[config.mk]
export PLATFORM = sky130hd
export DESIGN_NAME = booth_pipe_stage
export DESIGN_NICKNAME = d
export VERILOG_FILES = /design/src/rtl/booth_pkg.sv /design/src/rtl/booth_step_chain.sv /design/src/rtl/booth_substep.sv /design/src/rtl/booth_pipe_stage.sv
export SDC_FILE = /design/constraint.sdc
export NUM_CORES = 1
export LEC_CHECK = 0
export CORE_MARGIN = 2
export CORE_UTILIZATION = 60
export DETAILED_ROUTE_END_ITERATION = 16
export PLACE_DENSITY = 0.83
export RECOVER_POWER = 100
export SLEW_MARGIN = 10
export SYNTH_ARGS = -nofsm -noshare
export SYNTH_HDL_FRONTEND = slang
export SYNTH_SLANG_ARGS = --single-unit
export TNS_END_PERCENT = 10
[constraint.sdc]
create_clock -name clk -period 17.1 [get_ports clk]
set_clock_uncertainty 0.15 [all_clocks]
set_input_delay 3.42 -clock clk [delete_from_list [all_inputs] [get_ports clk]]
set_output_delay 3.42 -clock clk [all_outputs]
set_load 0.01 [all_outputs]
[src/rtl/booth_pkg.sv]
// Shared definitions for the Booth pipeline stage.
// Holds default widths, the Booth state grouping carried between stages and
// the skid-buffer state encodings.
package booth_pkg;

    localparam int WIDTH = 32;
    localparam int CNT_W = 6;
    localparam int TAG_W = 4;

    typedef enum logic [1:0] {
        EMPTY = 2'd0,
        ONE   = 2'd1,
        FULL  = 2'd2
    } skid_state_t;

    typedef struct packed {
        logic [WIDTH-1:0] acc;
        logic [WIDTH-1:0] q;
        logic             qm1;
        logic [WIDTH-1:0] mcand;
        logic [CNT_W-1:0] cnt;
        logic [TAG_W-1:0] tag;
    } booth_state_t;

endpackage

[src/rtl/booth_step_chain.sv]
// Combinational chain of STEPS Booth substeps. Link i applies its substep
// only when en[i] is set; disabled links forward their input state.
// Ports:
//   en                  - per-link enable, contiguous from bit 0
//   acc, q, qm1, mcand  - incoming state
//   acc_out, q_out, qm1_out - state after the enabled links
module booth_step_chain
    import booth_pkg::*;
#(
    parameter int STEPS = 4
) (
    input  logic [STEPS-1:0] en,
    input  logic [WIDTH-1:0] acc,
    input  logic [WIDTH-1:0] q,
    input  logic             qm1,
    input  logic [WIDTH-1:0] mcand,
    output logic [WIDTH-1:0] acc_out,
    output logic [WIDTH-1:0] q_out,
    output logic             qm1_out
);

    logic [WIDTH-1:0] acc_l [0:STEPS];
    logic [WIDTH-1:0] q_l   [0:STEPS];
    logic             qm1_l [0:STEPS];

    assign acc_l[0] = acc;
    assign q_l[0]   = q;
    assign qm1_l[0] = qm1;

    for (genvar i = 0; i < STEPS; i++) begin : g_link
        booth_substep u_sub (
            .en       (en[i]),
            .acc      (acc_l[i]),
            .q        (q_l[i]),
            .qm1      (qm1_l[i]),
            .mcand    (mcand),
            .acc_next (acc_l[i+1]),
            .q_next   (q_l[i+1]),
            .qm1_next (qm1_l[i+1])
        );
    end

    assign acc_out = acc_l[STEPS];
    assign q_out   = q_l[STEPS];
    assign qm1_out = qm1_l[STEPS];

endmodule

[src/rtl/booth_substep.sv]
// One radix-2 Booth substep on {A, Q, q-1}; passes the state through when
// en is low. Fixed at booth_pkg::WIDTH bits.
// Ports:
//   en                  - apply the substep (1) or forward unchanged (0)
//   acc, q, qm1, mcand  - current state and multiplicand
//   acc_next, q_next, qm1_next - resulting state
module booth_substep
    import booth_pkg::*;
(
    input  logic             en,
    input  logic [WIDTH-1:0] acc,
    input  logic [WIDTH-1:0] q,
    input  logic             qm1,
    input  logic [WIDTH-1:0] mcand,
    output logic [WIDTH-1:0] acc_next,
    output logic [WIDTH-1:0] q_next,
    output logic             qm1_next
);

    logic [WIDTH-1:0] t;

    always_comb begin
        if (q[0] == qm1)
            t = acc;
        else if (q[0])
            t = acc - mcand;
        else
            t = acc + mcand;

        if (en) begin
            acc_next = {t[WIDTH-1], t[WIDTH-1:1]};
            q_next   = {t[0], q[WIDTH-1:1]};
            qm1_next = q[0];
        end else begin
            acc_next = acc;
            q_next   = q;
            qm1_next = qm1;
        end
    end

endmodule

[src/rtl/booth_pipe_stage.sv]
// Registered Booth multiplier pipeline stage with a 2-entry skid buffer.
// Applies up to STEPS substeps per pass, clamped so the count never exceeds
// WIDTH; counts at or above WIDTH bypass the chain.
// Ports:
//   clk, rst              - clock, synchronous active-high reset
//   in_valid / in_ready   - upstream handshake (in_ready is registered)
//   in_acc..in_tag        - incoming Booth state
//   out_valid / out_ready - downstream handshake
//   out_acc..out_tag      - registered Booth state
//   out_done              - out_cnt == WIDTH, {out_acc, out_q} is the product
//
// state | meaning
// EMPTY | no entries, in_ready=1, out_valid=0
// ONE   | output register holds an entry, in_ready=1
// FULL  | output and skid registers hold entries, in_ready=0
module booth_pipe_stage #(
    parameter int WIDTH = 32,
    parameter int STEPS = 4,
    parameter int TAG_W = 4,
    parameter int CNT_W = 6
) (
    input  logic             clk,
    input  logic             rst,
    input  logic             in_valid,
    output logic             in_ready,
    input  logic [WIDTH-1:0] in_acc,
    input  logic [WIDTH-1:0] in_q,
    input  logic             in_qm1,
    input  logic [WIDTH-1:0] in_mcand,
    input  logic [CNT_W-1:0] in_cnt,
    input  logic [TAG_W-1:0] in_tag,
    output logic             out_valid,
    input  logic             out_ready,
    output logic [WIDTH-1:0] out_acc,
    output logic [WIDTH-1:0] out_q,
    output logic             out_qm1,
    output logic [WIDTH-1:0] out_mcand,
    output logic [CNT_W-1:0] out_cnt,
    output logic [TAG_W-1:0] out_tag,
    output logic             out_done
);

    import booth_pkg::*;

    localparam int CW = CNT_W + 1;

    skid_state_t  state_q, state_d;
    logic         in_ready_q;
    logic         load_out, load_skid, skid_to_out;
    logic         in_xfer, out_xfer;
    booth_state_t out_r, skid_r, stage_res;

    logic [CW-1:0]    rem, n_steps;
    logic [STEPS-1:0] link_en;
    logic [WIDTH-1:0] acc_res, q_res;
    logic             qm1_res;

    // Steps still needed, clamped to STEPS; zero when already at or past WIDTH.
    always_comb begin
        rem     = '0;
        n_steps = '0;
        if (in_cnt < CNT_W'(WIDTH)) begin
            rem     = CW'(WIDTH) - {1'b0, in_cnt};
            n_steps = (rem < CW'(STEPS)) ? rem : CW'(STEPS);
        end
        for (int i = 0; i < STEPS; i++)
            link_en[i] = CW'(i) < n_steps;
    end

    booth_step_chain #(.STEPS(STEPS)) u_chain (
        .en      (link_en),
        .acc     (in_acc),
        .q       (in_q),
        .qm1     (in_qm1),
        .mcand   (in_mcand),
        .acc_out (acc_res),
        .q_out   (q_res),
        .qm1_out (qm1_res)
    );

    always_comb begin
        stage_res.acc   = acc_res;
        stage_res.q     = q_res;
        stage_res.qm1   = qm1_res;
        stage_res.mcand = in_mcand;
        stage_res.cnt   = in_cnt + n_steps[CNT_W-1:0];
        stage_res.tag   = in_tag;
    end

    assign in_ready  = in_ready_q;
    assign out_valid = (state_q != EMPTY);
    assign in_xfer   = in_valid && in_ready_q;
    assign out_xfer  = out_valid && out_ready;

    always_comb begin
        state_d     = state_q;
        load_out    = 1'b0;
        load_skid   = 1'b0;
        skid_to_out = 1'b0;
        case (state_q)
            EMPTY: begin
                if (in_xfer) begin
                    load_out = 1'b1;
                    state_d  = ONE;
                end
            end
            ONE: begin
                if (in_xfer && !out_xfer) begin
                    load_skid = 1'b1;
                    state_d   = FULL;
                end else if (!in_xfer && out_xfer) begin
                    state_d = EMPTY;
                end else if (in_xfer && out_xfer) begin
                    load_out = 1'b1;
                end
            end
            FULL: begin
                if (out_xfer) begin
                    skid_to_out = 1'b1;
                    state_d     = ONE;
                end
            end
            default: state_d = EMPTY;
        endcase
    end

    always_ff @(posedge clk) begin
        if (rst) begin
            state_q    <= EMPTY;
            in_ready_q <= 1'b0;
            out_r      <= '0;
            skid_r     <= '0;
        end else begin
            state_q    <= state_d;
            // Registered from next state so out_ready never reaches in_ready combinationally.
            in_ready_q <= (state_d != FULL);
            if (load_out)
                out_r <= stage_res;
            else if (skid_to_out)
                out_r <= skid_r;
            if (load_skid)
                skid_r <= stage_res;
        end
    end

    assign out_acc   = out_r.acc;
    assign out_q     = out_r.q;
    assign out_qm1   = out_r.qm1;
    assign out_mcand = out_r.mcand;
    assign out_cnt   = out_r.cnt;
    assign out_tag   = out_r.tag;
    assign out_done  = (out_r.cnt == CNT_W'(WIDTH));

endmodule

==> Yosys cells after proc, flatten, opt, wreduce, memory -nomap -nowiden <==
Index checks and enable logic that the tools add are counted.
{ "classes": {"add_sub_neg": 10, "magnitude_cmp": 6, "n_eq_ne": 8, "muxes": 38, "reduce_logical": 10} }
{ "op_table": {"columns": ["op", "n"], "rows": [
  ["$mux W32", 16],
  ["$mux W107", 2],
  ["$add A32 B32 Y32", 4],
  ["$sub A32 B32 Y32", 4],
  ["$lt A1 B7 Y1 const A", 2],
  ["$lt A2 B7 Y1 const A", 2],
  ["$mux W7", 2],
  ["$mux W1", 12],
  ["$mux W2", 4],
  ["$lt A7 B3 Y1 const B", 1],
  ["$sub A6 B6 Y7 const A", 1],
  ["$add A6 B6 Y6", 1],
  ["$eq A6 B6 Y1 const B", 1],
  ["$lt A6 B6 Y1 const B", 1],
  ["$pmux W2 S3", 1],
  ["$logic_and A1 B1 Y1", 5],
  ["$eq A1 B1 Y1", 4],
  ["$reduce_bool A2 Y1", 2],
  ["$eq A2 B1 Y1 const B", 1],
  ["$eq A2 B2 Y1 const B", 1],
  ["$logic_not A1 Y1", 2],
  ["$logic_not A2 Y1", 1],
  ["$ne A2 B2 Y1 const B", 1],
  ["$pmux W1 S2", 1]
]} }
{ "totals": {"ff_bits": 217, "inputBits": 111, "output_inout_bits": 110, "word_cells": 86} }

==> Logic depth before layout (Yosys ltp) <==
Gate-level depths: netlist of run 1.
{ "logic_depth": {"word_depth": 19, "ltp_mapped": 53, "mapped_depth_nobuf": 51} }

==> Cells and area by module <==
Synthesis of run 1 repeated with hierarchy kept, for this count alone.
{ "hier_totals": {"hier_cells": 3096, "hier_area_um2": 22781.8} }
{ "modules_own_cells": {"columns": ["module", "n_inst", "cells_each", "area_each_um2", "seq_area_each_um2"], "rows": [
  ["booth_pipe_stage", 1, 1013, 9097.5, 4344.2],
  ["booth_substep at u_chain.g_link[0].u_sub ...", 2, 501, 3318.2, 0.0],
  ["booth_substep at u_chain.g_link[3].u_sub", 1, 553, 3595.9, 0.0],
  ["booth_substep at u_chain.g_link[2].u_sub", 1, 528, 3452.1, 0.0]
]} }

==> Worst setup path before layout of run 1 <==
OpenSTA, ideal clock, no wires.
{ "synth_timing": {"path_kind": "input port to flip-flop", "from": "input port in_mcand[2]", "to": "register out_r (netlist bit out_acc[31])", "setup_ps": 86, "arrival_time_ps": 13132, "required_time_ps": 16864, "setup_slack_ps": 3732, "stages": 48, "path_buffers": 2, "cell_sequence": "buf_2 or4_4 nor4_4 nor3b_1 nand2_1 nor2_1 nand2_1 xor2_1 mux2i_1 ha_1 clkbuf_1 nand4_1 or2_2 a2111oi_0 or3_1 xnor2_1 o21ai_0 mux2_2 [... 12 more ...] a21oi_1 a31oi_1 o21ai_0 nand2b_1 xnor2_1 a221o_1 a21oi_2 ha_1 o21a_1 o21ai_0 a21o_1 a21oi_1 o41ai_1 xor2_1 mux2i_1 nor2_1 xnor2_1 a221oi_2"} }
{ "synth_via": {"elab_chain_cells": 17, "word_cells_on_any_way": 21, "cone_classes": "add/sub: 8; mux: 13"} }
{ "synth_rtl": {"columns": ["element", "line_no", "text"], "rows": [
  ["from (decl)", "booth_pipe_stage.sv:29", "input logic [WIDTH-1:0] in_mcand,"],
  ["$add A32 B32 Y32 / $sub A32 B32 Y32 (equally long branches)", "booth_substep.sv:28, booth_substep.sv:26", null],
  ["$mux W32", "booth_substep.sv:25", "else if (q[0])"],
  ["$mux W32", "booth_substep.sv:23", "if (q[0] == qm1)"],
  ["$mux W32", "booth_substep.sv:30", "if (en) begin"],
  ["$add A32 B32 Y32 / $sub A32 B32 Y32 (equally long branches)", "booth_substep.sv:28, booth_substep.sv:26", null],
  ["$mux W32", "booth_substep.sv:25", null],
  ["$mux W32", "booth_substep.sv:23", null],
  ["$mux W32", "booth_substep.sv:30", null],
  ["$add A32 B32 Y32 / $sub A32 B32 Y32 (equally long branches)", "booth_substep.sv:28, booth_substep.sv:26", null],
  ["$mux W32", "booth_substep.sv:25", null],
  ["$mux W32", "booth_substep.sv:23", null],
  ["$mux W32", "booth_substep.sv:30", null],
  ["$add A32 B32 Y32 / $sub A32 B32 Y32 (equally long branches)", "booth_substep.sv:28, booth_substep.sv:26", null],
  ["$mux W32", "booth_substep.sv:25", null],
  ["$mux W32", "booth_substep.sv:23", null],
  ["$mux W32 (*)", "booth_substep.sv:30", null],
  ["$mux W107 (*)", "booth_pipe_stage.sv:137", "if (load_out)"],
  ["to (signal assigned)", "booth_pipe_stage.sv:138", "out_r <= stage_res;"],
  ["to (signal assigned)", "booth_pipe_stage.sv:140", "out_r <= skid_r;"],
  ["to (decl)", "booth_pipe_stage.sv:51", "booth_state_t out_r, skid_r, stage_res;"]
]} }
Every way passes the cells marked *; elsewhere a longest branch is shown, timed or not.
A chain may end at the register's enable or synchronous reset.

==> Worst setup path after layout of run 1 <==
{ "layout_timing": {"from": "input port in_cnt[0]", "to": "register out_r (netlist bit out_acc[17])"} }
{ "layout_via": {"elab_chain_cells": 19, "word_cells_on_any_way": 35, "cone_classes": "add/sub: 7; order compare: 6; eq/ne: 3; mux: 19"} }
{ "layout_rtl": {"columns": ["element", "line_no", "text"], "rows": [
  ["from (decl)", "booth_pipe_stage.sv:30", "input logic [CNT_W-1:0] in_cnt,"],
  ["$sub A6 B6 Y7", "booth_pipe_stage.sv:63", "rem = CW'(WIDTH) - {1'b0, in_cnt};"],
  ["$lt A7 B3 Y1", "booth_pipe_stage.sv:64", "n_steps = (rem < CW'(STEPS)) ? rem : CW'(STEPS);"],
  ["$mux W7", "booth_pipe_stage.sv:64", null],
  ["$mux W7 (*)", "booth_pipe_stage.sv:62", "if (in_cnt < CNT_W'(WIDTH)) begin"],
  ["$lt A1 B7 Y1", "booth_pipe_stage.sv:67", "link_en[i] = CW'(i) < n_steps;"],
  ["$mux W32", "booth_substep.sv:30", null],
  ["$add A32 B32 Y32 / $sub A32 B32 Y32 (equally long branches)", "booth_substep.sv:28, booth_substep.sv:26", null],
  ["$mux W32", "booth_substep.sv:25", null],
  ["[... 3 more ...]", null, null],
  ["$mux W32", "booth_substep.sv:25", null],
  ["$mux W32", "booth_substep.sv:23", null],
  ["$mux W32", "booth_substep.sv:30", null],
  ["$add A32 B32 Y32 / $sub A32 B32 Y32 (equally long branches)", "booth_substep.sv:28, booth_substep.sv:26", null],
  ["$mux W32", "booth_substep.sv:25", null],
  ["$mux W32", "booth_substep.sv:23", null],
  ["$mux W32 (*)", "booth_substep.sv:30", null],
  ["$mux W107 (*)", "booth_pipe_stage.sv:137", null]
]} }
Marked as above.

==> flow_summary.yaml, run 1 <==
outcome:
  status: "finished with violations"
  violations: "capacitance limit, slew limit"
clock_network:
  cts_root_buf: "clkbuf_16"
  cts.repair.resized: 0
  clk_latency_ns: 0.52
  htree_levels: 1
  post_cts_buffers: 0
  hold_buffers: 0
  cts_inserted_buffers: 21
  clockBufferDepth: 3
  cts_sinks: 217
  cts_tree: "built"
  clk_pin_slew_ns: 0.06
placement:
  place.gp.congestion: 1.09
  placed_area_um2: 24300
  portBuffers: 220
  hpwlAfterDp_um: 66100
routing:
  wl_met2_um: 38600
  drt_iter0_markers: 2671
  wl_met1_um: 32300
  vias: 25400
  route.met3.wl_um: 8700
  vias_per_cell: 6.77
  final_antenna_net_count: 0
  drc: 0
  first_pass_iters: 6
  wl_um: 87700
  top_layer_used: "met5"
  post_drt_wl_per_cell_um: 23.4
setup_path:
  cp_max_fo: 51
  crit_arrival_ns: 16.39
  critPathMaxStageDelay_ns: 1.91
  path_delay_family: "compound AO/OA/AOI/OAI gates"
  r2r_slack_ns: 13.57
  crit_slowest_cell: "clkbuf_1"
  r2r-end: "out_acc[7]"
  critPathCapture: "out_acc[17]"
  startpoint: "in_cnt[0]"
  startpoint_type: "input pin"
  crit_cells: 31
  path_buf_inv: 5
  path_common_cell: "a21o_1"
  reg2reg_from: "state_q[1]"
  cp-end-kind: "register"
  path_class: "in2reg"
  r2r_cells: 6
  crit_required_ns: 17.35
die:
  start_util: 0.609
  dieArea_um2: 38600
  die_h_um: 197
  num_io_pins: 221
  die_w_um: 197
  rows: 70
  core_um2: 36500
yosys:
  ys_seq_elements: 217
  synthAdderAreaFrac: 0.0782
  yosys_warnings: 0
  muxShareOfSynthArea: 0.0244
  syn_area_per_cell_um2: 6.92
  synthSimpleGateAreaFrac: 0.264
  synth_ff_type: "dfxtp_1"
  synth_enable_flop_cells: 0
  synth-compound-area-share: 0.295
  synth-seq-area-share: 0.195
  syn-instance-count: 3215
  synth_area_um2: 22200
  synthXorXnorAreaFrac: 0.0820
  synth_top_family_by_area: "compound AO/OA/AOI/OAI gates"
  async_flop_share: 0
  synth_cell_types: 99
global_routing:
  overflow: 0
  grt_pass1_vias: 23800
  grt_max_degree: 113
  antenna_found_initial: 2
  grt_util_all_layers: 0.438
  grt_pass1_wl_um: 133000
sta:
  report.final.hold_viol_count: 0
  fin_setup_tns_ns: 0
  slew_viol_final: 165
  fin_crit_sh: 0.943
  worst_slew_pin_slew_ns: 4.49
  relSlewSlack: -1.99
  period_minus_slack_ns: 16.13
  fmax_mhz: 62.0
  grt_setup_unrepaired: "no"
  setup_viol: 0
power_and_ir_drop:
  p_leak_nw: 9.76
  p_comb_frac: 0.612
  p_sw_frac: 0.463
  power.internal_mw: 1.39
  clkPwrFrac: 0.176
  powerDensity_nw_per_um2: 104
  vdd.ir_drop.worst_v: 0.0000701
  power.switching_mw: 1.20
  pwr-share-seq: 0.212
min_path:
  hp-class: "reg2reg"
  min_path_cells: 2
  hp-start: "skid_r[101]"
final_layout:
  n_fill_cell: 3168
  fin_nets: 3520
  syn2layout_area_growth_pct: 11.9
  design_area_um2: 24900
  n_antenna_cell: 0
  drive_gt1_frac: 0.0426
job:
  drv_cap: 2
==> worst min path at each step <==
stage                     slack, ns           to
final                          0.31  skid_r[101]
after global routing           0.33   skid_r[27]
after CTS                      0.31   skid_r[27]
after detailed placement       0.30    skid_r[3]
after global placement         0.29    skid_r[3]
after floorplan                0.29   skid_r[91]
==> registers in the layout, indices dropped and copies added (netlist names) <==
register,cells
skid_r,107
out_qm1,1
out_tag,4
out_mcand,32
out_q,32
in_ready,1
out_cnt,6
out_acc,32
state_q,2
==> power by group through the flow <==
stage / combinational, mW / clock (mW) / sequential, mW
floorplan: 1.10 / 0 / 0.564
global placement: 1.51 / 0 / 0.557
detailed placement: 1.53 / 0 / 0.558
CTS: 1.54 / 0.453 / 0.547
global route: 1.71 / 0.474 / 0.548
finish: 1.58 / 0.454 / 0.547
==> worst min-delay path, stage by stage (launching register included) <==
cell and delay (ns):
dfxtp_1 0.31, nand2_1 0.05, a21oi_1 0.05
==> placed cells by master, fill, tap and decap left out, types with 57 or more instances in the layout <==
cell / instances
nor3_1: 62
inv_1: 61
ha_1: 131
a311oi_1: 69
nor2_1: 395
xor2_1: 57
clkdlybuf4s50_1: 107
dlygate4sd3_1: 112
xnor2_1: 148
nand2_1: 550
dfxtp_1: 217
a21oi_1: 339
a21o_1: 64
a211oi_1: 73
o21ai_0: 144
==> routing by layer <==
metal	global-route usage	vias up
li1	-	11700
met1	0.516	11700
met2	0.699	1584
met3	0.0898	419
met4	0.341	2
met5	0	-
==> synthesized netlist by cell type (all sizes together), types with 44 or more instances <==
master / n / share of area
mux2i: 44 / 0.020
nor2: 400 / 0.068
inv: 62 / 0.010
o21ai: 148 / 0.034
nor3: 64 / 0.015
xor2: 57 / 0.022
clkbuf: 163 / 0.033
a211oi: 74 / 0.025
a21o: 65 / 0.022
a21oi: 341 / 0.077
ha: 131 / 0.074
a311oi: 69 / 0.027
xnor2: 149 / 0.060
nand3: 54 / 0.012
dfxtp: 217 / 0.20
buf: 61 / 0.017
nand2: 554 / 0.094
==> logic make-up (layout without fill, tap and decap cells) <==
| logic type | count (synthesis) | count (layout) |
|---|---|---|
| AND/OR/NAND/NOR | 1315 | 1315 |
| AO/OA/AOI/OAI | 999 | 999 |
| buffers and inverters | 288 | 358 |
| flip-flops | 217 | 217 |
| XOR/XNOR | 206 | 206 |
| adder cells (fa/ha/maj) | 136 | 136 |
| multiplexers | 53 | 53 |
| other | 1 | 2 |
==> final cells by class <==
class / count / area (µm²) / share of cell area
tap: 468 / 586 / 0.0235
clock inverter: 6 / 50.0 / 0.00201
multi-input combinational: 2711 / 16600 / 0.666
sequential: 217 / 4340 / 0.175
clock buffer: 30 / 609 / 0.0245
timing repair buffer: 259 / 2480 / 0.0997
inverter: 63 / 236 / 0.00950
==> stage by stage <==
| step | setup WS [ns] | power [mW] | hold slack, ns | utilization | cells |
|---|---|---|---|---|---|
| 6_report | 0.967 | 2.58 | 0.305 | 0.682 | 3754 |
| 4_1_cts | 1.47 | 2.54 | 0.306 | 0.682 | 3754 |
| 3_3_place_gp | 1.19 | 2.07 | 0.292 | 0.664 | 3718 |
| 2_1_floorplan | 3.73 | 1.67 | 0.286 | - | 3216 |
| 5_1_grt | 0.0866 | 2.73 | 0.325 | 0.682 | 3754 |
| 3_5_place_dp | 0.980 | 2.09 | 0.297 | 0.664 | 3718 |
Note: power is estimated with default switching activity, not from simulation.
==> run 2: changes to the inputs <==
--- a/config.mk
+++ b/config.mk
@@ -7,7 +7,9 @@
 export LEC_CHECK = 0
 export CORE_MARGIN = 2
 export CORE_UTILIZATION = 60
+export CTS_CLUSTER_SIZE = 12
 export DETAILED_ROUTE_END_ITERATION = 16
+export HOLD_SLACK_MARGIN = 0.05
 export PLACE_DENSITY = 0.83
 export RECOVER_POWER = 100
 export SLEW_MARGIN = 10
==> flow_summary.yaml, run 2 (synthesized netlist as in run 1, its figures left out) <==
final_layout:
  syn2layout_area_growth_pct: 11.8
  multi_input_area_um2: 16600
  fin_nets: 3521
  fin_util: 0.681
  drive_gt1_frac: 0.0412
  layout.cells.most_common: "nand2_1"
  final_cell_mix: "550 x nand2_1, 395 x nor2_1, 339 x a21oi_1"
  largest_reg_flops: 107
  regArea_um2: 4340
  design_area_um2: 24900
  fin_cells: 3745
  regMostFlops: "skid_r"
  n_fill_cell: 3171
  n_antenna_cell: 0
placement:
  place_inst: 3718
  place.gp.congestion: 1.09
  hpwlAfterDp_um: 66100
  placed_area_um2: 24300
  portBuffers: 220
routing:
  post_drt_wl_per_cell_um: 23.4
  drc: 0
  first_pass_iters: 9
  vias_per_cell: 6.78
  vias: 25400
  wl_um: 87500
  final_antenna_net_count: 0
  drt_iter0_markers: 2546
global_routing:
  grt_max_degree: 113
  antenna_found_initial: 1
  overflow: 0
  grt_pass1_vias: 23900
  grt_util_all_layers: 0.437
  grt_pass1_wl_um: 133000
setup_path:
  cp_max_fo: 7
  reg2reg_from: "state_q[1]"
  cp-end-kind: "register"
  path_buf_inv: 4
  crit_required_ns: 17.34
  r2r-end: "out_acc[7]"
  path_class: "in2reg"
  crit_arrival_ns: 16.40
  r2r_slack_ns: 13.65
  startpoint_type: "input pin"
  path_delay_family: "simple AND/OR/NAND/NOR gates"
  r2r_cells: 6
  crit_slowest_cell: "nor4_1"
  path_common_cell: "nand2_1"
  critPathMaxStageDelay_ns: 0.96
clock_network:
  cts.repair.resized: 0
  clk_pin_slew_ns: 0.06
  hold_buffers: 0
  clk_latency_ns: 0.50
  cts_inserted_buffers: 22
  htree_levels: 1
  cts_sinks: 217
  post_cts_buffers: 0
  clockBufferDepth: 3
  cts_tree: "built"
  cts_root_buf: "clkbuf_16"
sta:
  fin_crit_sh: 0.945
  grt_setup_unrepaired: "no"
  relSlewSlack: -2.03
  report.final.hold_viol_count: 0
  whs_ns: 0.305
  worst_slew_pin_slew_ns: 4.54
  setup_viol: 0
  slew_viol_final: 165
  fmax_mhz: 61.9
  fin_setup_tns_ns: 0
  period_minus_slack_ns: 16.16
min_path:
  holdPathEnd: "skid_r[50]"
  hp-class: "reg2reg"
  hp-start: "skid_r[50]"
  min_path_cells: 2
die:
  core_um2: 36500
  start_util: 0.609
  die_h_um: 197
  num_io_pins: 221
  rows: 70
  dieArea_um2: 38600
  die_w_um: 197
power_and_ir_drop:
  p_sw_frac: 0.459
  vdd.ir_drop.worst_v: 0.0000760
  powerDensity_nw_per_um2: 104
  clkPwrFrac: 0.175
  p_comb_frac: 0.613
  power.internal_mw: 1.40
  pwr-share-seq: 0.212
  p_leak_nw: 9.75
  power.switching_mw: 1.19
outcome:
  violations: "capacitance limit, slew limit"
  status: "finished with violations"
job:
  drv_cap: 2
## run 2: cell types whose count changed in the layout (fill, tap and decap cells not counted), sizes merged
cell	before	now
clkbuf	33	28
clkinv	4	2
inv	64	62
bufinv	0	1
clkinvlp	1	0
## run 2: final cells by class
type,instances,area share
Multi-Input combinational cell,2711,0.667
Tap cell,468,0.0235
Inverter,63,0.00951
Sequential cell,217,0.175
Timing Repair Buffer,259,0.0998
Clock inverter,2,0.00141
Clock buffer,25,0.0243
## run 2: worst max-delay path by stage
stage	cells after the start	slack, ns	endpoint	from
floorplan	48	3.73	out_acc[31]	in_mcand[2]
global placement	48	1.19	out_acc[31]	in_mcand[2]
finish	48	0.94	skid_r[105]	in_mcand[1]
CTS	48	1.44	skid_r[105]	in_mcand[1]
detailed placement	48	0.98	out_acc[31]	in_mcand[1]
global route	48	0.08	skid_r[106]	in_mcand[2]
## run 2: metal layers
metal,share of wire,vias up,track usage
met2,0.44,1504,0.699
li1,-,11600,-
met4,0.091,0,0.336
met3,0.096,428,0.0924
met5,0,-,0
met1,0.37,11800,0.514
## run 2: power groups by stage
stage,Sequential [mW],Clock [mW],Combinational (mW)
after floorplan,0.564,0,1.10
after global placement,0.557,0,1.51
after detailed placement,0.558,0,1.53
after CTS,0.548,0.448,1.54
after global routing,0.549,0.470,1.71
final,0.547,0.452,1.58
## run 2: worst register-to-register path, stage by stage, from the launching register on
cell and delay [ns]:
dfxtp_1 0.47, nor2b_1 0.35, and2_4 0.66, buf_4 0.67
nor2_1 0.42, a22oi_1 0.26, o32ai_1 0.13
## run 2: through the flow
step	power (mW)	setup slack, ns
global route	2.73	0.0849
detailed placement	2.09	0.980
floorplan	1.67	3.73
global placement	2.07	1.19
finish	2.58	0.936
CTS	2.54	1.44
